File: src/rtl/pid_chn_scheduler.sv
// Frame scheduler for the shared PID core: snapshots channel words once per PERIOD, issues one
// valid/ready beat per enabled channel and tracks results until all return or the frame times out.
module pid_chn_scheduler #(
    parameter int unsigned DATA_WIDTH = 16,
    parameter int unsigned NUM_CHN    = 4,
    parameter int unsigned CHN_WIDTH  = 3,
    parameter int unsigned PERIOD     = 50000,
    parameter int unsigned TIMEOUT    = 255
) (
    input  logic                          clk,
    input  logic                          rstn,
    input  logic                          en_i,
    input  logic [NUM_CHN-1:0]            chn_mask_i,
    input  logic                          ovr_clr_i,
    input  logic [NUM_CHN*DATA_WIDTH-1:0] fdb_bus_i,
    input  logic [NUM_CHN*DATA_WIDTH-1:0] ref_bus_i,
    output logic                          data_valid_o,
    output logic [CHN_WIDTH-1:0]          data_chn_o,
    output logic [DATA_WIDTH-1:0]         data_fdb_o,
    output logic [DATA_WIDTH-1:0]         data_ref_o,
    input  logic                          tready_i,
    input  logic                          res_valid_i,
    input  logic [CHN_WIDTH-1:0]          res_chn_i,
    output logic                          frame_start_o,
    output logic                          frame_done_o,
    output logic                          timeout_o,
    output logic                          overrun_o,
    output logic                          busy_o
);

    localparam int unsigned PW = $clog2(PERIOD);
    localparam int unsigned TW = (TIMEOUT > 1) ? $clog2(TIMEOUT + 1) : 1;

    typedef enum logic [1:0] {StIdle, StIssue, StWait} state_e;

    state_e                        state;
    logic [PW-1:0]                 period_cnt;
    logic [TW-1:0]                 tmo_cnt;
    logic [NUM_CHN-1:0]            mask_q;
    logic [NUM_CHN-1:0]            pending;
    logic [NUM_CHN*DATA_WIDTH-1:0] fdb_snap;
    logic [NUM_CHN*DATA_WIDTH-1:0] ref_snap;

    logic                 tick;
    logic                 handshake;
    logic                 res_ok;
    logic [CHN_WIDTH-1:0] first_chn;
    logic [CHN_WIDTH-1:0] next_chn;
    logic                 next_found;
    logic [NUM_CHN-1:0]   pend_set;
    logic [NUM_CHN-1:0]   pend_clr;
    logic [NUM_CHN-1:0]   pend_nxt;

    assign tick      = en_i && (period_cnt == PW'(PERIOD - 1));
    assign handshake = data_valid_o && tready_i;
    assign res_ok    = res_valid_i && (int'(res_chn_i) < NUM_CHN) && (state != StIdle);
    assign pend_set  = handshake ? (NUM_CHN'(1) << data_chn_o) : '0;
    assign pend_clr  = res_ok ? (NUM_CHN'(1) << res_chn_i) : '0;
    assign pend_nxt  = (pending & ~pend_clr) | pend_set;

    // Descending scan so the lowest qualifying bit is the one left standing.
    always_comb begin
        first_chn  = '0;
        next_chn   = data_chn_o;
        next_found = 1'b0;
        for (int k = NUM_CHN - 1; k >= 0; k--) begin
            if (chn_mask_i[k]) first_chn = CHN_WIDTH'(k);
            if (mask_q[k] && (k > int'(data_chn_o))) begin
                next_found = 1'b1;
                next_chn   = CHN_WIDTH'(k);
            end
        end
    end

    always_ff @(posedge clk or negedge rstn) begin
        if (!rstn) begin
            period_cnt <= '0;
        end else if (!en_i || (period_cnt == PW'(PERIOD - 1))) begin
            period_cnt <= '0;
        end else begin
            period_cnt <= period_cnt + PW'(1);
        end
    end

    always_ff @(posedge clk or negedge rstn) begin
        if (!rstn) begin
            state         <= StIdle;
            tmo_cnt       <= '0;
            mask_q        <= '0;
            pending       <= '0;
            fdb_snap      <= '0;
            ref_snap      <= '0;
            data_valid_o  <= 1'b0;
            data_chn_o    <= CHN_WIDTH'(NUM_CHN - 1);
            data_fdb_o    <= '0;
            data_ref_o    <= '0;
            frame_start_o <= 1'b0;
            frame_done_o  <= 1'b0;
            timeout_o     <= 1'b0;
            overrun_o     <= 1'b0;
            busy_o        <= 1'b0;
        end else begin
            frame_start_o <= 1'b0;
            frame_done_o  <= 1'b0;
            timeout_o     <= 1'b0;
            pending       <= pend_nxt;
            if (tick && busy_o) begin
                overrun_o <= 1'b1;
            end else if (ovr_clr_i) begin
                overrun_o <= 1'b0;
            end
            case (state)
                StIdle: begin
                    if (tick && (chn_mask_i != '0)) begin
                        mask_q        <= chn_mask_i;
                        fdb_snap      <= fdb_bus_i;
                        ref_snap      <= ref_bus_i;
                        frame_start_o <= 1'b1;
                        data_valid_o  <= 1'b1;
                        data_chn_o    <= first_chn;
                        data_fdb_o    <= fdb_bus_i[int'(first_chn)*DATA_WIDTH +: DATA_WIDTH];
                        data_ref_o    <= ref_bus_i[int'(first_chn)*DATA_WIDTH +: DATA_WIDTH];
                        busy_o        <= 1'b1;
                        state         <= StIssue;
                    end
                end
                StIssue: begin
                    if (handshake) begin
                        if (next_found) begin
                            data_chn_o <= next_chn;
                            data_fdb_o <= fdb_snap[int'(next_chn)*DATA_WIDTH +: DATA_WIDTH];
                            data_ref_o <= ref_snap[int'(next_chn)*DATA_WIDTH +: DATA_WIDTH];
                        end else begin
                            data_valid_o <= 1'b0;
                            tmo_cnt      <= '0;
                            state        <= StWait;
                        end
                    end
                end
                StWait: begin
                    tmo_cnt <= tmo_cnt + TW'(1);
                    // A result landing on the timeout clock still completes the frame.
                    if (pend_nxt == '0) begin
                        frame_done_o <= 1'b1;
                        busy_o       <= 1'b0;
                        state        <= StIdle;
                    end else if (tmo_cnt == TW'(TIMEOUT)) begin
                        timeout_o <= 1'b1;
                        pending   <= '0;
                        busy_o    <= 1'b0;
                        state     <= StIdle;
                    end
                end
                default: state <= StIdle;
            endcase
        end
    end

endmodule

File: config.mk
export PLATFORM = sky130hd
export DESIGN_NAME = pid_chn_scheduler
export DESIGN_NICKNAME = d
export VERILOG_FILES = /design/src/rtl/pid_chn_scheduler.sv
export SDC_FILE = /design/constraint.sdc
export NUM_CORES = 1
export LEC_CHECK = 0
export ABC_AREA = 1
export CORE_UTILIZATION = 35
export CTS_CLUSTER_DIAMETER = 60
export DETAILED_ROUTE_END_ITERATION = 16
export PLACE_DENSITY = 0.61
export SKIP_CTS_REPAIR_TIMING = 1
export SYNTH_ARGS = -nofsm -noshare
export SYNTH_HDL_FRONTEND = slang
export SYNTH_SLANG_ARGS = --single-unit
File: constraint.sdc
create_clock -name clk -period 4.3 [get_ports clk]
set_input_delay 1.29 -clock clk [delete_from_list [all_inputs] [get_ports clk]]
set_output_delay 1.29 -clock clk [all_outputs]
set_load 0.03 [all_outputs]
---- Word level (Yosys, flattened, before mapping) ----
Index checks and enable logic that the tools add are counted.
storage, ports and cells
  bits in registers ....................... 203
  bits in latches ......................... 0
  bits in writable memories ............... 0
  memory bits (read-only) ................. 0
  output and inout port bits .............. 41
  word-level logic and storage cells ...... 118
  memories kept ........................... 0
cells by class
  add/subtract/negate cells ............... 2
  multiply operators ...................... 0
  divide/modulo/power cells ............... 0
  magnitude comparators ................... 4
  equal/unequal tests ..................... 9
  shift-type cells ........................ 6
  muxes and demuxes ....................... 53
  bitwise logic cells ..................... 3
  reductions and logical operators ........ 25
operators by type and width
  kind                                                                 number
  64-bit by 8-bit variable part select with 16-bit output              4
  16-bit 2-to-1 mux                                                    7
  16-bit one-hot mux with 2 select lines                               2
  3-bit 2-to-1 mux                                                     8
  4-bit 2-to-1 mux                                                     5
  1-bit 2-to-1 mux                                                     17
  16-bit by 1-bit adder with 16-bit output, second input constant      1
  16-bit equality test, second input constant                          1
  8-bit 2-to-1 mux                                                     2
  8-bit one-hot mux with 2 select lines                                1
  2-bit 2-to-1 mux                                                     7
  4-bit AND reduction                                                  3
  2-bit nonzero test                                                   5
  1-bit logical AND                                                    9
  8-bit by 1-bit adder with 8-bit output, second input constant        1
  8-bit equality test, second input constant                           1
  2-bit != test, second input constant                                 4
  1-bit by 3-bit left shift with 4-bit output, first input constant    2
  2-bit by 3-bit > comparator with 1-bit output, first input constant  2
  2-bit one-hot mux with 3 select lines                                1
  3-bit one-hot mux with 2 select lines                                1
  3-bit AND reduction                                                  2
  4-bit AND                                                            1
  4-bit zero test                                                      1
  other kinds (13)                                                     14

---- Logic depth before layout (Yosys ltp) ----
Gate-level depths: netlist (run 1).
  word-level depth ........................ 10
  mapped depth ............................ 12

---- Least setup slack after synthesis (run 1) ----
No wires, ideal clock.
  path kind ............................... input-to-reg
  start point ............................. input port chn_mask_i[3]
  end point ............................... register data_fdb_o[0]
  data arrival time ....................... 2.284 ns
  setup slack ............................. 1.891 ns
  stages on the path ...................... 9
  buffers on the path ..................... 2
  cells stage by stage .................... inv_1 > o21ai_2 > nand2_1 > buf_2 > buf_2 > nor2_1 > o21ai_0 > nand2_1 > nand3_1
between the ends
  word-level cells in the longest chain between the ends .. 7
  elaborated cells between the ends (all ways) .. 11
  classes of those cells .................. eq/ne: 1; shift: 1; mux: 6; reduce/logical: 3
ends and longest elaborated chain
  what                                                     line  source
  from (decl)                                              13    input logic [NUM_CHN-1:0] chn_mask_i,
  2-bit 2-to-1 mux (2 in a row)                            67    if (chn_mask_i[k]) first_chn = CHN_WIDTH'(k);
  3-bit 2-to-1 mux (2 in a row)                            67
  64-bit by 8-bit variable part select with 16-bit output  121   data_fdb_o <= fdb_bus_i[int'(first_chn)*DATA_WIDTH +: DATA_WIDTH];
  16-bit 2-to-1 mux                                        114   if (tick && (chn_mask_i != '0)) begin
  16-bit one-hot mux with 2 select lines                   112   case (state)
  to (signal assigned)                                     121
  to (signal assigned)                                     131   data_fdb_o <= fdb_snap[int'(next_chn)*DATA_WIDTH +: DATA_WIDTH];
  to (decl)                                                19    output logic [DATA_WIDTH-1:0] data_fdb_o,
Parallel ways exist; a longest one is shown, timed or not. The select of a mux whose other input is x is not followed.
A chain may end at the register's enable or synchronous reset.

---- Worst setup path in the final report (run 1) ----
  start point ............................. register data_chn_o[1]
  end point ............................... output port data_chn_o[1]
RTL lines
  what                    line  source
  from (decl)             18    output logic [CHN_WIDTH-1:0] data_chn_o,
  from (signal assigned)  94    data_chn_o <= CHN_WIDTH'(NUM_CHN - 1);
  from (signal assigned)  120   data_chn_o <= first_chn;
  from (signal assigned)  130   data_chn_o <= next_chn;
No word-level cell between the ends.

==> results of run 1 <==
-- area by class of cell --
cell class | instances | area share
multi-input cells | 1068 | 0.345
inverters | 128 | 0.0348
clock inverters | 13 | 0.0152
clock buffers | 37 | 0.0573
repair buffers | 204 | 0.147
well taps | 390 | 0.0353
flip-flops and latches | 202 | 0.365
-- worst paths after layout --
kind | slack [ps] | depth (start not counted) | to | from
worst max-delay path | 1200 | 1 | data_chn_o[1] | data_chn_o[1]
worst min-delay path | 460 | 1 | period_cnt[0] | period_cnt[0]
worst max register to register | 1510 | 8 | data_ref_o[9] | data_chn_o[2]
worst min register to register | 460 | 1 | period_cnt[0] | period_cnt[0]
max in group asynchronous | 2650 | 2 | ref_snap[9] | rstn
min in group asynchronous | 810 | 1 | ref_snap[18] | rstn
-- synthesized netlist by cell type --
cell type | n | area (sq um)
a21oi_1 | 4 | 20.0
a22oi_1 | 3 | 22.5
buf_1 | 6 | 22.5
buf_2 | 46 | 230
buf_4 | 9 | 67.6
buf_6 | 2 | 22.5
clkbuf_1 | 28 | 105
clkinv_1 | 1 | 3.75
dfrtp_1 | 200 | 5000
dfstp_2 | 2 | 52.6
ha_1 | 2 | 25.0
inv_1 | 124 | 465
inv_2 | 3 | 11.3
nand2_1 | 526 | 1970
nand3_1 | 282 | 1410
nand3_2 | 2 | 20.0
nand3b_1 | 17 | 128
nand4_1 | 3 | 18.8
nand4_4 | 1 | 21.3
nor2_1 | 70 | 263
nor2_2 | 2 | 12.5
nor3_1 | 15 | 75.1
nor3_2 | 1 | 10.0
nor3b_1 | 1 | 7.51
o21ai_0 | 75 | 375
o21ai_1 | 55 | 275
o21ai_2 | 1 | 8.76
o22ai_1 | 1 | 6.26
or2_2 | 2 | 12.5
xor2_1 | 5 | 43.8
-- kinds of logic (layout without fill, tap and decap cells) --
family	Yosys count	count (layout)	share of synthesized area
AO/OA/AOI/OAI	139	139	0.0661
XOR/XNOR	5	5	0.00409
adder cells (fa/ha/maj)	2	2	0.00233
buffers and inverters	219	382	0.0866
flip-flops	202	202	0.472
AND/OR/NAND/NOR	922	922	0.369
-- stage by stage --
stage	cells	hold slack, ps	total power (uW)	utilization	worst slack, ps
CTS	2042	462	4790	0.463	1180
detailed placement	1992	454	2300	0.430	869
finish	2042	460	4740	0.463	1200
global route	2042	488	4900	0.463	1140
global placement	1992	450	2300	0.430	874
floorplan	1489	433	2060	-	1890
-- sequential cells by signal, indices dropped and copies added (netlist names), 2 cells and up --
| signal | flops |
|---|---|
| tmo_cnt | 8 |
| pending | 4 |
| ref_snap | 64 |
| state | 2 |
| period_cnt | 16 |
| data_ref_o | 16 |
| data_chn_o | 3 |
| data_fdb_o | 16 |
| mask_q | 3 |
| fdb_snap | 64 |
-- layout by cell type, fill, tap and decap left out, types with 17 or more instances in the layout --
| cell | count |
|---|---|
| nor2_1 | 70 |
| o21ai_0 | 75 |
| inv_1 | 124 |
| nand3_1 | 281 |
| o21ai_1 | 55 |
| clkbuf_16 | 27 |
| nand2_1 | 523 |
| dfrtp_1 | 200 |
| clkdlybuf4s50_1 | 180 |
| nand3b_1 | 17 |
| buf_4 | 19 |
-- per-layer routing --
layer / vias to the layer above / share of wire / global-route usage
li1: 5052 / - / -
met1: 4912 / 0.45 / 0.297
met2: 324 / 0.47 / 0.355
met3: 51 / 0.064 / 0.0299
met4: 2 / 0.020 / 0.0557
met5: - / 0.00039 / 0
-- worst register-to-register path, stage by stage, from the launching register on --
cell	delay [ps]
dfrtp_1	420
nor2_1	300
nand3_4	550
nand3_1	330
nand3_2	100
inv_1	470
buf_4	350
nand3_1	120
nand3_1	80
-- report_power, final --
group / switching, uW / leakage, uW / internal [uW] / total, uW
registers: 1.39 / 0.00276 / 1900 / 1910
clock network: 882 / 0.000489 / 1590 / 2470
logic: 193 / 0.00362 / 166 / 359
total: 1080 / 0.00687 / 3660 / 4740
==> results_dict.tcl, run 1 <==
set metrics [dict create \
    avgRoutedWirePerCell_microns 16.4 \
    clock_sinks 202 \
    gp_congestion 0.836 \
    place.port_buffers 181 \
    crit_path_cell_trace "clkdlybuf4s50_1" \
    routed_via_density 5.06 \
    syn_inst 1489 \
    cts.clk_slew.worst_paths_ps 60 \
    cp-start-kind "register" \
    syn_to_final_growth_pct 29.1 \
    die_w_microns 177 \
    h-tree-depth 1 \
    antenna_found_initial 1 \
    tns_ps 0 \
    drv_cap 0 \
    slew_headroom 0.326 \
    ir_drop_mv 0.283 \
    finalCritPeriodShare 0.721 \
    cpPeakStageDelay_ps 690 \
    regArea_sq_um 5060 \
    drtPass1Iterations 5 \
    path_max_fanout 6 \
    critPathArrivalTime_ps 1810 \
    rsz0062_at_grt "no" \
    finalWirelength_microns 33600 \
    vias 10300 \
    hold_viol 0 \
    die-area_sq_um 31300 \
    antenna_cells 0 \
    cts_buffers 27 \
    die_h_microns 177 \
    drive_above_1_share 0.0545 \
    syn-cell-area_sq_um 10700 \
    required_ps 3010 \
    grt_max_degree 97 \
    leakage_uw 0.00687 \
    grt_pass1_wl_microns 53600 \
    final_area_sq_um 13800 \
    cts_max_path_buffers 3 \
    multi_input_area_sq_um 4770 \
    ios 182 \
    grt-ovfl-total 0 \
    clock_latency_ps 530 \
    hold_path_class "register to register" \
    yosysWarnings 0 \
    synth_cell_type_count 30 \
    grt_pass1_vias 9982 \
    synth_seq_area_share 0.472 \
    syn_avg_cell_area_sq_um 7.20 \
    slowest_stage "clkdlybuf4s50_1" \
    start_util 0.359 \
    crit_path_end_kind "primary output" \
    fp-row-count 63 \
    min_period_ps 3100 \
    ys_seq_elements 202 \
    status "finished, final reports clean" \
    final_antenna_net_count 0 \
    clock_skew_ps 10.9 \
    cp_top_family "buffers and inverters" \
    path_buf_inv 1 \
    worst_pin_slew_ps 1000 \
    hpwl_microns 20900 \
    fillCellCount 3015 \
    crit_type "register to primary output" \
    finalSetupViolations 0 \
    drc_errors 0 \
    placed_area_sq_um 12800 \
    cts_tree "done" \
    p_per_area_nw_per_um2 342 \
    nets 1774 \
    core_sq_um 29900 \
    syn-num-nets 1632 \
    initialDrtViolationCount 860 \
    grt_use_total 0.216 \
    finalMaxSlewViolations 0 \
    clockRootBuffer "clkbuf_16" \
    fmax_mhz 323 \
]
Power figures use the tool's default switching activity.
==> inputs of run 2 (changes only) <==
- PLACE_DENSITY: 0.61 -> 0.63
- clock period: 4.3 -> 2.6 ns (I/O delays scaled with it)
==> run 2 against run 1 <==
Against the previous run:
- power increased by 51%
- largest power group unchanged
- sequential power rose by 65%
- die area stayed put
- critical endpoint is now data_chn_o[0]
==> results_dict.tcl, run 2 (synthesis results as in run 1) <==
set metrics [dict create \
    core_sq_um 29900 \
    clockRootBuffer "clkbuf_16" \
    status "finished, final reports clean" \
    path_max_fanout 3 \
    finalSetupViolations 0 \
    cts_tree "done" \
    clock_sinks 202 \
    nets 1792 \
    gp_congestion 0.818 \
    pwr-share-clk 0.474 \
    start_util 0.359 \
    cts.clk_slew.worst_paths_ps 60 \
    critPathArrivalTime_ps 1750 \
    grt_max_degree 87 \
    fp-row-count 63 \
    pre_cts_slack_ps 13.3 \
    grt_use_total 0.217 \
    drive_above_1_share 0.0583 \
    initialDrtViolationCount 793 \
    fmax_mhz 395 \
    grt_pass1_vias 10200 \
    rsz0062_at_grt "no" \
    fin_util 0.468 \
    combPwrFrac 0.086 \
    drv_cap 0 \
    slew_headroom 0.635 \
    antenna_found_initial 0 \
    h-tree-depth 1 \
    fin_ws_ps 66.9 \
    pwr-share-seq 0.440 \
    crit_path_end_kind "primary output" \
    slowest_stage "clkdlybuf4s50_1" \
    avgRoutedWirePerCell_microns 16.2 \
    cpPeakStageDelay_ps 680 \
    crit_type "register to primary output" \
    worst_pin_slew_ps 548 \
    power_switching_uw 1650 \
    cp-start-kind "register" \
    cts_max_path_buffers 3 \
    finalMaxSlewViolations 0 \
    hpwl_microns 21900 \
    ir_drop_mv 0.373 \
    die-area_sq_um 31300 \
    routed_via_density 5.08 \
    drtPass1Iterations 5 \
    intPower_uw 5520 \
    tns_ps 0 \
    leakage_uw 0.00692 \
    place.port_buffers 181 \
    holdWs_ps 251 \
    required_ps 1820 \
    antenna_cells 0 \
    die_h_microns 177 \
    grt_pass1_wl_microns 53900 \
    drc_errors 0 \
    syn_to_final_growth_pct 30.4 \
    reg.largest.list "fdb_snap (64), ref_snap (64)" \
    ios 182 \
    finalWirelength_microns 33300 \
    grt-ovfl-total 0 \
    final_antenna_net_count 0 \
    swShare 0.230 \
    crit_path_cell_trace "clkdlybuf4s50_1" \
    cts_buffers 25 \
    p_per_area_nw_per_um2 513 \
    layout_common_cells "nand2_1, nand3_1, dfrtp_1" \
    clock_skew_ps 7.72 \
    hold_path_class "input port to asynchronous set/reset pin" \
    die_w_microns 177 \
    layout_commonest_cell "nand2_1" \
    hold_viol 0 \
    min_period_ps 2530 \
    power_uw 7170 \
    cp_top_family "buffers and inverters" \
    clock_latency_ps 510 \
    path_buf_inv 1 \
    vias 10400 \
    finalCritPeriodShare 0.974 \
]
-- run 2: cell count changes in the layout (fill, tap and decap cells not counted), moves of 2 or more --
cell,change
bufinv_16,-3
inv_1,-2
clkbuf_16,-2
clkinv_4,-2
inv_6,-2
buf_4,+5
clkinv_1,+2
clkbuf_1,+6
clkbuf_8,-4
buf_12,+15
-- run 2: layout make-up --
class	instances	area [sq um]
multi-input combinational	1068	4770
fill	2999	15900
sequential	202	5060
tap	390	488
clock buffer	37	711
inverter	128	482
timing repair buffer	224	2380
clock inverter	6	85.1
-- run 2: per-stage QoR --
stage | cells | cell area [sq um]
floorplan | 1489 | 10700
global placement | 2012 | 13200
detailed placement | 2012 | 13200
CTS | 2055 | 14000
global route | 2055 | 14000
finish | 2055 | 14000
-- run 2: power groups by stage --
stage | clock [uW] | combinational (uW) | sequential [uW]
floorplan | 0 | 200 | 3210
global placement | 0 | 618 | 3210
detailed placement | 0 | 621 | 3210
CTS | 3470 | 625 | 3150
global route | 3600 | 680 | 3150
finish | 3400 | 619 | 3150
-- run 2: final timing paths --
path / slack, ps / from / cells past startpoint / to
max in group asynchronous: 1660 / rstn / 2 / fdb_snap[3]
worst max register to register: 510 / data_chn_o[0] / 7 / data_chn_o[1]
worst min register to register: 470 / period_cnt[0] / 1 / period_cnt[0]
min in group clk: 470 / period_cnt[0] / 1 / period_cnt[0]
worst max-delay path: 70 / data_chn_o[0] / 1 / data_chn_o[0]
worst min-delay path: 250 / rstn / 1 / tmo_cnt[2]
-- run 2: layer usage --
metal  GRT usage  wire [microns]  vias up
met5           0               0        -
met1       0.305           15300     4919
li1            -               -     5089
met3      0.0286            2160       49
met2       0.349           15200      384
met4      0.0603             677        0
